[config.mk]
export PLATFORM = sky130hd
export DESIGN_NAME = inst_fetch_queue
export DESIGN_NICKNAME = d
export VERILOG_FILES = /design/src/rtl/inst_fetch_queue.sv
export SDC_FILE = /design/constraint.sdc
export NUM_CORES = 1
export LEC_CHECK = 0
export ABC_AREA = 1
export BUFFER_PORTS_ARGS = -buffer_cell sky130_fd_sc_hd__buf_4
export CAP_MARGIN = 20
export CORE_ASPECT_RATIO = 2
export CORE_UTILIZATION = 62
export CTS_BUF_LIST = sky130_fd_sc_hd__clkbuf_8 sky130_fd_sc_hd__clkbuf_16
export CTS_CLUSTER_SIZE = 14
export DETAILED_ROUTE_END_ITERATION = 10
export PLACE_DENSITY = 0.93
export SLEW_MARGIN = 0
export SYNTH_ARGS = -nofsm -noshare
export SYNTH_HDL_FRONTEND = slang
export SYNTH_SLANG_ARGS = --single-unit
[constraint.sdc]
create_clock -name iClk -period 10.6 [get_ports iClk]
set_input_delay 1.06 -clock iClk [delete_from_list [all_inputs] [get_ports iClk]]
set_output_delay 1.06 -clock iClk [all_outputs]
set_load 0.01 [all_outputs]
[src/rtl/inst_fetch_queue.sv]
// inst_fetch_queue
//   First-word-fall-through instruction buffer between fetch and decode.
//   Each entry holds (instruction, PC) plus an opcode class computed at write time.
//
// Ports
//   iClk, iRst                clock (rising edge), asynchronous active-low reset
//   iInst, iPC, iValid        write side from fetch
//   oReady                    queue can accept a write (not full)
//   iFlushPipe                synchronous flush, discards every entry
//   oInst, oPC, oOpClass      head entry (zero when empty); class is one-hot
//                             {illegal, reg, mem, branch}
//   oValid, iReady            read side to decode
//   oCount, oFull, oEmpty     occupancy status
module inst_fetch_queue #(
    parameter int unsigned cXLEN = 32,
    parameter int unsigned DEPTH = 4,
    localparam int unsigned CNTW = $clog2(DEPTH) + 1
) (
    input  logic             iClk,
    input  logic             iRst,
    input  logic [cXLEN-1:0] iInst,
    input  logic [cXLEN-1:0] iPC,
    input  logic             iValid,
    output logic             oReady,
    input  logic             iFlushPipe,
    output logic [cXLEN-1:0] oInst,
    output logic [cXLEN-1:0] oPC,
    output logic [3:0]       oOpClass,
    output logic             oValid,
    input  logic             iReady,
    output logic [CNTW-1:0]  oCount,
    output logic             oFull,
    output logic             oEmpty
);

    localparam int unsigned PTRW = $clog2(DEPTH);
    localparam logic [CNTW-1:0] FULL_CNT = CNTW'(DEPTH);

    // One-hot class encoding: bit 3 illegal, bit 2 reg, bit 1 mem, bit 0 branch.
    function automatic logic [3:0] predecode(input logic [6:0] opcode);
        logic [3:0] cls;
        if (opcode[1:0] != 2'b11) begin
            cls = 4'b1000;
        end else begin
            case (opcode)
                7'b1100011, 7'b1101111, 7'b1100111:             cls = 4'b0001;
                7'b0000011, 7'b0100011:                         cls = 4'b0010;
                7'b0110011, 7'b0010011, 7'b0110111, 7'b0010111: cls = 4'b0100;
                default:                                        cls = 4'b1000;
            endcase
        end
        return cls;
    endfunction

    logic [cXLEN-1:0] inst_mem [DEPTH];
    logic [cXLEN-1:0] pc_mem   [DEPTH];
    logic [3:0]       cls_mem  [DEPTH];

    logic [PTRW-1:0] wptr_q, wptr_d;
    logic [PTRW-1:0] rptr_q, rptr_d;
    logic [CNTW-1:0] count_q, count_d;

    logic full;
    logic empty;
    logic push;
    logic pop;

    assign full  = (count_q == FULL_CNT);
    assign empty = (count_q == '0);

    // Flush overrides both handshakes; readiness depends only on the current count,
    // so a same-cycle pop never makes room for a push.
    assign push = iValid && !full && !iFlushPipe;
    assign pop  = !empty && iReady && !iFlushPipe;

    always_comb begin
        wptr_d  = wptr_q;
        rptr_d  = rptr_q;
        count_d = count_q;
        if (iFlushPipe) begin
            wptr_d  = '0;
            rptr_d  = '0;
            count_d = '0;
        end else begin
            if (push) begin
                wptr_d = wptr_q + 1'b1;
            end
            if (pop) begin
                rptr_d = rptr_q + 1'b1;
            end
            if (push && !pop) begin
                count_d = count_q + 1'b1;
            end else if (pop && !push) begin
                count_d = count_q - 1'b1;
            end
        end
    end

    always_ff @(posedge iClk or negedge iRst) begin
        if (!iRst) begin
            wptr_q  <= '0;
            rptr_q  <= '0;
            count_q <= '0;
        end else begin
            wptr_q  <= wptr_d;
            rptr_q  <= rptr_d;
            count_q <= count_d;
        end
    end

    // Storage is not reset; the head is masked to zero while empty instead.
    always_ff @(posedge iClk) begin
        if (push) begin
            inst_mem[wptr_q] <= iInst;
            pc_mem[wptr_q]   <= iPC;
            cls_mem[wptr_q]  <= predecode(iInst[6:0]);
        end
    end

    always_comb begin
        oInst    = '0;
        oPC      = '0;
        oOpClass = '0;
        if (!empty) begin
            oInst    = inst_mem[rptr_q];
            oPC      = pc_mem[rptr_q];
            oOpClass = cls_mem[rptr_q];
        end
    end

    assign oValid = !empty;
    assign oReady = !full;
    assign oFull  = full;
    assign oEmpty = empty;
    assign oCount = count_q;

endmodule

==> results of run 1 <==
## cell families (layout without fill, tap and decap cells)
logic type,count (synthesis),after routing,synth area share
and+or+nand+nor,308,308,0.109
DFF,279,279,0.753
AOI/OAI and AO/OA,213,213,0.100
buffers and inverters,73,215,0.0307
adders and majority gates,5,5,0.00633
xor gates and xnor gates,1,1,0.000791
## worst register-to-register path, stage by stage, from the launching register on
cell and delay, ps:
dfrtp_1 450, nor2_4 90, nand2_2 80, nand2_1 120, nor2_2 220, inv_1 220, nor2_4 850, buf_4 630
## power by group through the flow
stage	sequential (mW)	combinational, mW	clock (mW)
6_report	1.34	1.07	0.742
5_1_grt	1.35	1.16	0.794
4_1_cts	1.34	1.08	0.751
3_5_place_dp	1.36	1.07	0
3_3_place_gp	1.36	1.05	0
2_1_floorplan	1.34	0.634	0
## registers in the layout, summed over array words and instances (netlist names)
signal and cells:
cls_mem 16, inst_mem 128, oCount 3, pc_mem 128
rptr_q 2, wptr_q 2
## cells in the final DEF (no fill, tap or decap), types with 2 or more instances in the layout
master / instances
buf_4: 152
inv_2: 4
nand2_4: 2
nand2_1: 16
nand3_1: 5
a21oi_1: 62
inv_1: 34
o21ai_1: 103
o21ai_0: 36
edfxtp_1: 272
ha_1: 4
nor2_4: 5
nor3_1: 2
clkbuf_16: 23
nor2_1: 274
dfrtp_1: 5
a21oi_2: 11
## layer usage
layer  GRT usage  routed length [um]
met2       0.460               12800
met4       0.149                1050
met5           0                   0
met3      0.0386                1990
met1       0.308                7890
## stage by stage
| step | util | instance area, um2 | setup slack, ps | std cells |
|---|---|---|---|---|
| global route | 0.744 | 12900 | 6050 | 1231 |
| detailed placement | 0.706 | 12300 | 6820 | 1189 |
| global placement | 0.706 | 12300 | 6880 | 1189 |
| finish | 0.744 | 12900 | 6250 | 1231 |
| CTS | 0.744 | 12900 | 6270 | 1231 |
| floorplan | - | 11100 | 5880 | 879 |
## worst max path at each step
stage | cells past startpoint | to | slack, ps | start
3_3_place_gp | 5 | oInst[5] | 6880 | rptr_q[0]$_DFFE_PN0P_
5_1_grt | 5 | oInst[5] | 6050 | rptr_q[0]$_DFFE_PN0P_
3_5_place_dp | 5 | oInst[5] | 6820 | rptr_q[0]$_DFFE_PN0P_
6_report | 5 | oInst[5] | 6250 | rptr_q[0]$_DFFE_PN0P_
2_1_floorplan | 4 | cls_mem[0][0]$_DFFE_PP_ | 5880 | iValid
4_1_cts | 5 | oInst[5] | 6270 | rptr_q[0]$_DFFE_PN0P_
## final cells by class
type,count,area share
Inverter,21,0.00630
Sequential cell,279,0.647
Clock inverter,19,0.00591
Timing Repair Buffer,152,0.0884
Clock buffer,23,0.0446
Tap cell,210,0.0204
Multi-Input combinational cell,527,0.188
==> impl_metrics.yaml, run 1 <==
clocking:
  cts_inserted_buffers: 23
  cts_tree: "done"
  cts.sinks: 279
  htreeDepth: 1
  path_clk_slew_ps: 70
  worstSkewPairLatency_ps: 510
  cts_resized: 0
  root_buffer: "clkbuf_16"
  cts_buffer_depth: 3
  post-cts-setup-buffer-count: 0
  cts_hold_buf: 0
logic_synthesis:
  synth_seq_cells: 279
  avgSynthCellArea_um2: 12.6
  yosysUniqueCellTypes: 27
  synth-edff-count: 272
  synth_fp_nets: 953
  yosys_warnings: 0
  netlist_instances: 879
  synthTopCellsByCount: "nor2_1 (278), edfxtp_1 (272), o21ai_1 (103)"
  synth_top_area_frac: 0.738
  ys_seq_area_frac: 0.753
  synth_top_area_cell: "edfxtp_1"
  yosys-top-cells-area: "edfxtp_1 (74%), nor2_1 (9.4%), o21ai_1 (4.7%), a21oi_1 (2.8%), o21ai_0 (1.6%)"
  synth.most_common_cell: "nor2_1"
  ys_async_sr_fraction: 0.0251
  synth.cell_area_um2: 11100
  synthFlopType: "edfxtp_1"
placed_design:
  place.gp.congestion: 0.761
  dp_hpwl_um: 13700
  port_buffers: 143
drt:
  drc: 0
  drtIter0Drc: 627
  wl_um: 23700
  via_per_inst: 5.94
  dr.pass1.iters: 5
  ant_nets: 0
  drt-wirelength-per-cell_um: 19.3
  vias: 7317
finish:
  num_antenna_cells: 0
  area.sequential_um2: 8350
  final.fill_count: 1099
  drive_gt1_frac: 0.200
  area_delta_synth_final_pct: 16.5
  nNetsFinal: 1078
  multi_input_area_um2: 2420
grt:
  overflow: 0
  grtUsageTotal: 0.265
  grt_pass1_vias: 7493
  grt_max_degree: 73
  grt_pass1_wl_um: 36500
  grt_antenna_before_repair: 0
sta:
  finalCritPeriodShare: 0.411
  worst_pin_slew_ps: 1060
  hold_viol_final: 0
  finalSetupViolations: 0
  rsz0062_at_grt: "no"
  hold_slack_ps: 358
  finalSetupTns_ps: 0
  slew-limit-headroom: 0.294
  fin_worst_skew_ps: 23.8
  post-route-min-period_ps: 4350
  slew_violations: 0
  fmax_mhz: 230
floorplan:
  dieHeight_um: 191
  ios: 144
  die_area_um2: 18400
  die_w_um: 96.5
  rows: 68
  start_util: 0.638
  core_um2: 17400
critical_path:
  end_kind: "output pin"
  worstSetupStartpointType: "flop"
  ff2ff_setup_slack_ps: 7560
  cp_slowest_cell: "dfrtp_4"
  crit_family: "buffers and inverters"
  rr_worst_depth: 7
  slowest_delay_ps: 770
  r2r_start: "oCount[1]$_DFFE_PN0P_"
  r2r_end: "inst_mem[1][13]$_DFFE_PP_"
  required_ps: 9540
  path_class: "reg2out"
  path_common_cell: "buf_4"
  crit_chain: "inv_4 > buf_4 > o21ai_0 > a21oi_1 > buf_4"
  cp_max_fo: 72
  worst-path-buf-inv: 3
  cp.arrival_ps: 3290
power:
  switching_share: 0.339
  clkPwrFrac: 0.235
  p_sw_mw: 1.07
  powerDensity_nw_per_um2: 245
  p_int_mw: 2.09
  p_comb_frac: 0.340
  p_leak_nw: 4.71
  seqPwrFrac: 0.425
  irDropWorstVdd_v: 0.000276
  power.total_mw: 3.16
job:
  cap_violations: 0
run_status:
  outcome: "finished, final reports clean"
worst_hold_path:
  hold_class: "in2async"
Note: power is estimated with default switching activity, not from simulation.
==> run 2, diff against run 1 <==
--- a/config.mk
+++ b/config.mk
@@ -9,11 +9,11 @@
 export BUFFER_PORTS_ARGS = -buffer_cell sky130_fd_sc_hd__buf_4
 export CAP_MARGIN = 20
 export CORE_ASPECT_RATIO = 2
-export CORE_UTILIZATION = 62
+export CORE_UTILIZATION = 52
 export CTS_BUF_LIST = sky130_fd_sc_hd__clkbuf_8 sky130_fd_sc_hd__clkbuf_16
 export CTS_CLUSTER_SIZE = 14
 export DETAILED_ROUTE_END_ITERATION = 10
-export PLACE_DENSITY = 0.93
+export PLACE_DENSITY = 0.84
 export SLEW_MARGIN = 0
 export SYNTH_ARGS = -nofsm -noshare
 export SYNTH_HDL_FRONTEND = slang
==> constraint.sdc (replaced) <==
create_clock -name iClk -period 4 [get_ports iClk]
set_input_delay 0.4 -clock iClk [delete_from_list [all_inputs] [get_ports iClk]]
set_output_delay 0.4 -clock iClk [all_outputs]
set_load 0.01 [all_outputs]
==> impl_metrics.yaml, run 2 (synthesis results as in run 1) <==
sta:
  post-route-min-period_ps: 3150
  hold_viol_final: 0
  slew-limit-headroom: 0.389
  finalSetupViolations: 0
  fmax_mhz: 318
  slew_violations: 0
  finalCritPeriodShare: 0.787
  hold_slack_ps: 87.3
  rsz0062_at_grt: "no"
  worst_pin_slew_ps: 916
  finalSetupTns_ps: 0
  fin_ws_ps: 851
  fin_worst_skew_ps: 10.3
floorplan:
  ios: 144
  core_um2: 20900
  dieHeight_um: 208
  rows: 75
  die_w_um: 105
  die_area_um2: 21900
  start_util: 0.529
finish:
  area_delta_synth_final_pct: 18.7
  num_antenna_cells: 0
  finish.instance_area_um2: 13100
  final_common_cell: "nor2_1"
  multi_input_area_um2: 2420
  nNetsFinal: 1083
  final.fill_count: 1505
  drive_gt1_frac: 0.206
  top_regs: "inst_mem: 128 flops, pc_mem: 128 flops, cls_mem: 16 flops"
  final_core_util: 0.628
  area.sequential_um2: 8350
  final_cell_mix: "nor2_1 (274), edfxtp_1 (272), buf_4 (149), o21ai_1 (103), a21oi_1 (62)"
critical_path:
  cp_max_fo: 52
  crit_chain: "buf_4 > nor2_1 > nor2_1 > o21ai_0 > a21oi_1 > buf_4"
  worstSetupStartpointType: "flop"
  cp.arrival_ps: 2750
  slowest_delay_ps: 840
  cp_slowest_cell: "dfrtp_4"
  required_ps: 3600
  end_kind: "output pin"
  path_class: "reg2out"
grt:
  grt_max_degree: 71
  overflow: 0
  grt_antenna_before_repair: 0
  grtUsageTotal: 0.219
  grt_pass1_wl_um: 36900
  grt_pass1_vias: 7580
clocking:
  path_clk_slew_ps: 70
  cts_inserted_buffers: 24
  htreeDepth: 1
  cts.sinks: 279
  cts_buffer_depth: 3
  worstSkewPairLatency_ps: 510
  cts_hold_buf: 1
  cts_tree: "done"
  post-cts-setup-buffer-count: 0
  root_buffer: "clkbuf_16"
  cts_resized: 0
job:
  cap_violations: 0
drt:
  drtIter0Drc: 615
  wl_um: 23700
  drt-wirelength-per-cell_um: 18.4
  via_per_inst: 5.53
  vias: 7139
  drc: 0
  ant_nets: 0
  dr.pass1.iters: 5
worst_hold_path:
  hold_class: "in2reg"
power:
  powerDensity_nw_per_um2: 651
  irDropWorstVdd_v: 0.000474
  p_leak_nw: 4.75
run_status:
  outcome: "finished, final reports clean"
placed_design:
  dp_slack_ps: 1440
  port_buffers: 143
  place.gp.congestion: 0.818
  dp_hpwl_um: 13500
  placed_area_um2: 12400
[run 2: stage by stage]
step,std cells,power (mW)
floorplan,879,5.22
global placement,1251,6.44
detailed placement,1251,6.53
CTS,1291,8.61
global route,1291,8.95
finish,1291,8.56
[run 2: worst paths after layout]
path	startpoint	depth (start not counted)	slack, ps	end
max reg2reg	oCount[1]$_DFFE_PN0P_	7	1920	inst_mem[0][15]$_DFFE_PP_
min	iInst[26]	1	90	inst_mem[3][26]$_DFFE_PP_
min in group asynchronous	iRst	2	250	oCount[1]$_DFFE_PN0P_
min reg2reg	wptr_q[0]$_DFFE_PN0P_	3	640	wptr_q[0]$_DFFE_PN0P_
max	rptr_q[0]$_DFFE_PN0P_	6	850	oInst[31]
max in group asynchronous	iRst	2	3610	rptr_q[0]$_DFFE_PN0P_
[run 2: report_power, final]
group | switching [mW] | internal [mW]
Clock | 0.930 | 1.18
Sequential | 0.132 | 3.41
Combinational | 1.77 | 1.14
[run 2: metal layers]
layer,vias to the layer above,global-route usage,routed length [um]
li1,3340,-,-
met5,-,0,0
met1,3480,0.224,8370
met2,253,0.424,13400
met4,0,0.113,782
met3,66,0.0266,1120
[run 2: critical path: cells and delay by family, from the launching register on]
family | cells | cell delay (ps)
and+or+nand+nor | 2 | 200
AOI/OAI and AO/OA | 2 | 430
buffers and inverters | 2 | 750
DFF | 1 | 840
[run 2: layout make-up]
class / count / area share
clock inverters: 14 / 0.00619
inverters: 21 / 0.00619
multi-input cells: 527 / 0.184
flip-flops and latches: 279 / 0.635
repair buffers: 156 / 0.0950
clock buffers: 25 / 0.0476
well taps: 269 / 0.0256
==> run 3, diff against run 2 <==
--- a/config.mk
+++ b/config.mk
@@ -9,11 +9,11 @@
 export BUFFER_PORTS_ARGS = -buffer_cell sky130_fd_sc_hd__buf_4
 export CAP_MARGIN = 20
 export CORE_ASPECT_RATIO = 2
-export CORE_UTILIZATION = 52
+export CORE_UTILIZATION = 57
 export CTS_BUF_LIST = sky130_fd_sc_hd__clkbuf_8 sky130_fd_sc_hd__clkbuf_16
 export CTS_CLUSTER_SIZE = 14
 export DETAILED_ROUTE_END_ITERATION = 10
-export PLACE_DENSITY = 0.84
+export PLACE_DENSITY = 0.87
 export SLEW_MARGIN = 0
 export SYNTH_ARGS = -nofsm -noshare
 export SYNTH_HDL_FRONTEND = slang
==> constraint.sdc (replaced) <==
create_clock -name iClk -period 3.2 [get_ports iClk]
set_input_delay 0.32 -clock iClk [delete_from_list [all_inputs] [get_ports iClk]]
set_output_delay 0.32 -clock iClk [all_outputs]
set_load 0.01 [all_outputs]
==> impl_metrics.yaml, run 3 (synthesis results as in run 1) <==
sta:
  finalSetupViolations: 0
  slew-limit-headroom: 0.425
  hold_viol_final: 0
  finalSetupTns_ps: 0
  worst_pin_slew_ps: 863
  fmax_mhz: 381
  fin_ws_ps: 572
  slew_violations: 0
  finalCritPeriodShare: 0.821
  post-route-min-period_ps: 2630
  fin_worst_skew_ps: 10.6
  rsz0062_at_grt: "no"
clocking:
  cts_buffer_depth: 3
  htreeDepth: 1
  path_clk_slew_ps: 60
  post-cts-setup-buffer-count: 0
  worstSkewPairLatency_ps: 510
  cts_resized: 0
  cts.sinks: 279
  cts_inserted_buffers: 24
  root_buffer: "clkbuf_16"
  cts_tree: "done"
  cts_hold_buf: 7
power:
  power.total_mw: 10.7
  powerDensity_nw_per_um2: 810
  irDropWorstVdd_v: 0.000598
  p_leak_nw: 4.76
finish:
  final_cell_mix: "nor2_1 (274), edfxtp_1 (272), buf_4 (154), o21ai_1 (103), a21oi_1 (62)"
  final.fill_count: 1239
  drive_gt1_frac: 0.208
  top_regs: "inst_mem: 128 flops, pc_mem: 128 flops, cls_mem: 16 flops"
  area_delta_synth_final_pct: 18.9
  final_common_cell: "nor2_1"
  final_core_util: 0.696
  nNetsFinal: 1092
grt:
  grtUsageTotal: 0.241
  overflow: 0
  grt_pass1_vias: 7316
  grt_max_degree: 138
  grt_pass1_wl_um: 36100
  grt_antenna_before_repair: 1
floorplan:
  die_area_um2: 20000
  core_um2: 18900
  die_w_um: 101
  rows: 71
  dieHeight_um: 199
  start_util: 0.585
  ios: 144
critical_path:
  cp_max_fo: 29
  cp.arrival_ps: 2310
  r2r_end: "inst_mem[1][24]$_DFFE_PP_"
  slowest_delay_ps: 450
  path_class: "reg2out"
  worstSetupStartpointType: "flop"
  required_ps: 2880
  crit_chain: "nor2_4 > nand2_4 > inv_2 > buf_4 > a21oi_1 > buf_4"
  end_kind: "output pin"
  r2r_start: "oCount[1]$_DFFE_PN0P_"
  rr_worst_depth: 7
  ff2ff_setup_slack_ps: 940
  cp_slowest_cell: "buf_4"
  path_common_cell: "buf_4"
drt:
  dr_wl_met3_um: 1160
  drtIter0Drc: 379
  vias: 7151
  via_per_inst: 5.56
  ant_nets: 0
  m1WireLength_um: 8140
  dr.pass1.iters: 5
  drc: 0
  routed.top_layer: "met4"
  wl_um: 23800
  drt-wirelength-per-cell_um: 18.6
  wl_met2_um: 13300
placed_design:
  dp_hpwl_um: 14300
  dp_slack_ps: 977
  place.gp.congestion: 0.867
  port_buffers: 143
job:
  cap_violations: 0
worst_hold_path:
  min_from: "iInst[16]"
  hold_class: "in2reg"
  hold_path_end: "inst_mem[3][16]$_DFFE_PP_"
  hold_depth: 1
run_status:
  outcome: "finished, final reports clean"
run 3: metrics by stage:
step                hold WS [ps]  instances  cell area (um2)
detailed placement           144       1240            12400
global route                3.12       1285            13200
CTS                        0.299       1284            13200
finish                      11.9       1285            13200
global placement             142       1240            12400
floorplan                   24.4        879            11100
run 3: where the power goes:
part | internal, mW | switching (mW)
combinational | 1.42 | 2.32
clock | 1.44 | 1.14
sequential | 4.26 | 0.0810
run 3: worst max path at each step:
stage | from | to | slack [ps] | depth (start not counted)
after CTS | rptr_q[1]$_DFFE_PN0P_ | oPC[10] | 560 | 6
after global placement | oCount[1]$_DFFE_PN0P_ | inst_mem[1][11]$_DFFE_PP_ | 1060 | 7
after detailed placement | oCount[1]$_DFFE_PN0P_ | inst_mem[1][11]$_DFFE_PP_ | 980 | 7
after global routing | rptr_q[1]$_DFFE_PN0P_ | oPC[10] | 450 | 6
final | oCount[1]$_DFFE_PN0P_ | oInst[27] | 570 | 6
after floorplan | oCount[1]$_DFFE_PN0P_ | cls_mem[0][0]$_DFFE_PP_ | -1090 | 6
run 3: layer usage:
| metal | vias to the layer above | global-route usage |
|---|---|---|
| met5 | - | 0 |
| met3 | 74 | 0.0287 |
| met1 | 3437 | 0.250 |
| met4 | 0 | 0.146 |
| met2 | 279 | 0.454 |
| li1 | 3361 | - |
run 3: worst max-delay path: cells and delay by family, from the launching register on:
kind	cells	cell delay, ps
compound gates	1	150
buf+inv	3	960
flops	1	430
simple gates	2	260
run 3: cell type report:
class                   count  area, um2  area share
diodes                      1       2.50    0.000190
well taps                 255        319      0.0242
clock inverters            10       41.3     0.00313
clock buffers              27        653      0.0496
multi-input cells         527       2420       0.184
inverters                  21       81.3     0.00617
repair buffers            165       1310      0.0992
flip-flops and latches    279       8350       0.634
